## config.mk

```make
export PLATFORM = sky130hd
export DESIGN_NAME = rr_mux_reg
export DESIGN_NICKNAME = d
export VERILOG_FILES = /design/src/rtl/rr_mux_pkg.sv /design/src/rtl/rr_arbiter.sv /design/src/rtl/rr_mux_reg.sv
export SDC_FILE = /design/constraint.sdc
export NUM_CORES = 1
export LEC_CHECK = 0
export CAP_MARGIN = 10
export CORE_AREA = 8 8 61 63
export CTS_BUF_LIST = sky130_fd_sc_hd__clkbuf_4 sky130_fd_sc_hd__clkbuf_8
export CTS_CLUSTER_SIZE = 25
export DETAILED_ROUTE_END_ITERATION = 8
export DIE_AREA = 0 0 69 71
export GPL_ROUTABILITY_DRIVEN = 0
export PLACE_DENSITY = 0.83
export SYNTH_ARGS = -nofsm -noshare
export SYNTH_HDL_FRONTEND = slang
export SYNTH_SLANG_ARGS = --single-unit
```

## constraint.sdc

```tcl
create_clock -name clk -period 2.4 [get_ports clk]
set_input_delay 0.48 -clock clk [delete_from_list [all_inputs] [get_ports clk]]
set_output_delay 0.48 -clock clk [all_outputs]
set_load 0.02 [all_outputs]
```

## src/rtl/rr_mux_pkg.sv

```systemverilog
// Shared types and helpers for the registered N-channel round-robin mux.
package rr_mux_pkg;

    typedef enum logic {
        MODE_FIXED = 1'b0,
        MODE_RR    = 1'b1
    } mux_mode_t;

    // Next channel index after idx, wrapping from n-1 back to 0.
    function automatic int nextIdx(input int idx, input int n);
        return (idx == n - 1) ? 0 : idx + 1;
    endfunction

endpackage

```

## src/rtl/rr_arbiter.sv

```systemverilog
// Combinational round-robin arbiter: first requester at or after ptr, wrapping around.
module rr_arbiter #(
    parameter int N    = 4,
    parameter int SELW = $clog2(N)
) (
    input  logic [N-1:0]    req,
    input  logic [SELW-1:0] ptr,
    input  logic            en,
    output logic [SELW-1:0] gnt_idx,
    output logic            gnt_vld
);

    int              scanIdx;
    logic [SELW-1:0] scanSel;

    always_comb begin
        gnt_idx = '0;
        gnt_vld = 1'b0;
        scanIdx = 0;
        scanSel = '0;
        if (en) begin
            for (int off = 0; off < N; off++) begin
                scanIdx = int'(ptr) + off;
                if (scanIdx >= N) begin
                    scanIdx = scanIdx - N;
                end
                scanSel = SELW'(scanIdx);
                if (!gnt_vld && req[scanSel]) begin
                    gnt_vld = 1'b1;
                    gnt_idx = scanSel;
                end
            end
        end
    end

endmodule

```

## src/rtl/rr_mux_reg.sv

```systemverilog
// N-channel WIDTH-bit mux with fixed or round-robin selection, valid/ready
// handshakes on every channel and a one-entry registered output.
module rr_mux_reg
    import rr_mux_pkg::*;
#(
    parameter int N     = 4,
    parameter int WIDTH = 8,
    parameter int SELW  = $clog2(N)
) (
    input  logic                 clk,
    input  logic                 rst_n,
    input  logic                 mode,
    input  logic [SELW-1:0]      sel,
    input  logic [N*WIDTH-1:0]   in_data,
    input  logic [N-1:0]         in_valid,
    output logic [N-1:0]         in_ready,
    output logic [WIDTH-1:0]     out_data,
    output logic [SELW-1:0]      out_ch,
    output logic                 out_valid,
    input  logic                 out_ready
);

    logic [WIDTH-1:0] outData_q, outData_d;
    logic [SELW-1:0]  outCh_q, outCh_d;
    logic             outValid_q, outValid_d;
    logic [SELW-1:0]  ptr_q, ptr_d;

    mux_mode_t        modeSel;
    logic             load;
    logic             fixedVld;
    logic [SELW-1:0]  rrIdx;
    logic             rrVld;
    logic [SELW-1:0]  gntIdx;
    logic             gntVld;

    assign modeSel = mux_mode_t'(mode);

    // Held in reset, nothing may be acknowledged, so load is gated by rst_n.
    assign load = rst_n && (!outValid_q || out_ready);

    always_comb begin
        fixedVld = 1'b0;
        if (load && (int'(sel) < N)) begin
            fixedVld = in_valid[sel];
        end
    end

    rr_arbiter #(
        .N    (N),
        .SELW (SELW)
    ) u_arbiter (
        .req     (in_valid),
        .ptr     (ptr_q),
        .en      (load && (modeSel == MODE_RR)),
        .gnt_idx (rrIdx),
        .gnt_vld (rrVld)
    );

    always_comb begin
        gntIdx = sel;
        gntVld = fixedVld;
        if (modeSel == MODE_RR) begin
            gntIdx = rrIdx;
            gntVld = rrVld;
        end
    end

    always_comb begin
        in_ready = '0;
        if (gntVld) begin
            in_ready[gntIdx] = 1'b1;
        end
    end

    // Only the granted slice is read, so X on idle channels never reaches the register.
    always_comb begin
        outData_d  = outData_q;
        outCh_d    = outCh_q;
        outValid_d = outValid_q;
        ptr_d      = ptr_q;
        if (load) begin
            outValid_d = gntVld;
            if (gntVld) begin
                outData_d = in_data[int'(gntIdx) * WIDTH +: WIDTH];
                outCh_d   = gntIdx;
                if (modeSel == MODE_RR) begin
                    ptr_d = SELW'(nextIdx(int'(gntIdx), N));
                end
            end
        end
    end

    always_ff @(posedge clk) begin
        if (!rst_n) begin
            outData_q  <= '0;
            outCh_q    <= '0;
            outValid_q <= 1'b0;
            ptr_q      <= '0;
        end else begin
            outData_q  <= outData_d;
            outCh_q    <= outCh_d;
            outValid_q <= outValid_d;
            ptr_q      <= ptr_d;
        end
    end

    assign out_data  = outData_q;
    assign out_ch    = outCh_q;
    assign out_valid = outValid_q;

endmodule
```

==> summary.txt <==
Status
  • Status: completed

Logic synthesis
  • Post-synth EDFFs: 0
  • Register area share after synthesis: 24.5%
  • Ys async rst share: 0%
  • Synth Net Count: 166
  • Synthesized area: 1060 um2
  • Synth Flop Type: dfxtp_1
  • Post-synthesis register bit count: 13
  • Avg Cell Area, Syn: 8.85 um2
  • Syn Inst Count: 120
  • Synth warn: 0
  • Yosys cell types: 36

Die
  • Initial Utilization: 37.2%
  • Row Count: 20
  • Die area: 4900 um2
  • Die X: 69 um
  • Core Area: 2850 um2
  • Die Span Y: 71 um
  • I/O Pins: 57

Finish
  • Total inserted antenna cells: 0
  • Final Instance Count excl. Fillers: 235
  • Final instance area: 1980 um2
  • Most frequent cells in the layout: 43 x clkdlybuf4s50_1, 30 x buf_4, 20 x mux2i_1
  • Final-layout fill cell count: 229
  • Util after Layout: 69.5%
  • P&R area growth vs syn: 86.7%
  • Commonest non-fill, non-tap cell in the layout: clkdlybuf4s50_1
  • Net count, final: 249
  • Ratio of cells with drive above 1 in the final layout: 34.2%

Pwr
  • Leakage: 0.813 nW
  • Cell Pwr Density: 378 nW/um2
  • VDD IR max: 0.000272 V

Clock network
  • Clock Tree Root: clkbuf_4
  • CTS max path bufs: 2
  • # clock sinks: 13
  • Inserted Clock Buffers: 3
  • # hold bufs at CTS: 0
  • Clock slew at reported path FFs: 0.08 ns
  • Worst-Skew Late Latency: 0.27 ns
  • H-tree depth: 1
  • TritonCTS clock tree: yes

Detailed routing
  • DR DRC count: 0
  • Routed vias: 1227
  • Vias per cell: 5.22
  • First-pass DRT Iterations: 4
  • Drt first-iter violations: 28
  • Final ANT Viol Nets: 0
  • Drt wl/cell: 15.5 um
  • Routed wire length: 3640 um

Place
  • DP Cell Count: 220
  • Port Buffers: 56
  • DP HPWL: 2740 um
  • DP Area: 1740 um2

Timing
  • Worst-case clock skew: 0.00634 ns
  • Worst Max-Slew Pin Slew: 0.260 ns
  • Rel. slew slack: 82.7%
  • Setup violators final: 0
  • Max Clk Rate: 418 MHz
  • Endpoints failing hold: 0
  • Tmin final: 2.39 ns
  • Final Cycle Share: 99.6%
  • RSZ-0062 raised after global routing: yes
  • Slew Viols, Final: 0

Global routing
  • GRT Residual Overflow: 0
  • Total track usage: 14.5%
  • Largest net degree at the start of global routing: 16
  • Global-route wire length before repair: 6180 um
  • Vias in the first global route: 1368
  • Initial antenna violation count: 0

Critical path
  • Worst Path Required: 1.92 ns
  • Endpoint type of the worst setup path: primary output
  • Setup CP Type: flop to primary output
  • Reg2reg setup slack: 0.09 ns
  • Critical Path Source Type: flop
  • Worst-path fanout max: 5
  • Critical path arrival: 1.91 ns

Hold path
  • Worst Hold Class: flop to flop

Flow run
  • Max-Cap Viols: 0
metrics by stage:
step	TNS [ns]	power [mW]	setup WS (ns)	hold slack, ns
6_report	0	0.749	0.00970	0.471
5_1_grt	-0.142	0.789	-0.0505	0.527
2_1_floorplan	0	0.401	0.00920	0.531
3_3_place_gp	-6.01	0.544	-0.869	0.454
4_1_cts	0	0.727	0.0105	0.473
3_5_place_dp	-6.77	0.552	-0.912	0.461
kinds of logic (layout without fill, tap and decap cells):
| kind of cell | count (synthesis) | count (layout) | synth area share [%] |
|---|---|---|---|
| adders and majority gates | 4 | 4 | 4.71 |
| muxes | 21 | 21 | 19.9 |
| DFF | 13 | 13 | 24.5 |
| and+or+nand+nor | 50 | 50 | 27.3 |
| buffers and inverters | 11 | 93 | 7.66 |
| AOI/OAI and AO/OA | 21 | 21 | 15.9 |
registers in the layout (all words and copies together), names as in the netlist:
signal,flops
out_data,8
out_valid,1
ptr_q,2
out_ch,2
repair_timing:
item	CTS	global route
setup buffers	7	4
pin swaps	6	7
hold endpoints to repair	0	0
gates resized for setup	69	16
gates cloned	0	0
endpoints found under the setup margin	11	4
synthesized netlist by cell type (2+ instances only):
| master | count | area, um2 |
|---|---|---|
| a21boi_1 | 2 | 15.0 |
| a22oi_1 | 2 | 15.0 |
| and2_1 | 12 | 75.1 |
| buf_6 | 2 | 22.5 |
| clkbuf_1 | 3 | 11.3 |
| dfxtp_1 | 13 | 260 |
| ha_1 | 4 | 50.1 |
| inv_1 | 2 | 7.51 |
| mux2i_1 | 20 | 200 |
| nand2_1 | 4 | 15.0 |
| nand2b_1 | 2 | 12.5 |
| nor2_1 | 3 | 11.3 |
| nor2b_1 | 5 | 31.3 |
| nor3_1 | 16 | 80.1 |
| o31a_1 | 8 | 70.1 |
| or2_1 | 2 | 12.5 |
worst paths after layout:
kind	start	end	cells past startpoint
setup reg to reg	ptr_q[1]	out_data[3]	9
hold / removal	out_ch[1]	out_ch[1]	2
hold reg to reg	out_ch[1]	out_ch[1]	2
setup / recovery	ptr_q[1]	in_ready[2]	7
worst max-delay path, stage by stage, from the launching register on:
cell     delay [ns]
dfxtp_4        0.39
mux2_4         0.31
a22oi_2        0.18
a32o_2         0.27
inv_2          0.08
ha_4           0.15
and2_4         0.13
buf_6          0.12
layout make-up:
class                           instances  area (um2)  area share [%]
Clock buffer                            4        30.0            1.51
Inverter                                4        20.0            1.01
Multi-Input combinational cell         96         848            42.8
Sequential cell                        13         265            13.4
Tap cell                               33        41.3            2.08
Timing Repair Buffer                   85         778            39.2
report_power, final:
part | switching, mW | total (mW) | internal [mW]
combinational | 0.151 | 0.358 | 0.207
clock | 0.0701 | 0.146 | 0.0755
sequential | 0.0131 | 0.246 | 0.233
per-layer routing:
metal	up-vias	global-route usage [%]	share of wire (%)
li1	605	-	-
met1	565	15.6	42
met2	49	25.0	48
met3	8	6.15	8.1
met4	0	4.56	1.9
met5	-	0	0
(Power assumes the default switching activity.)
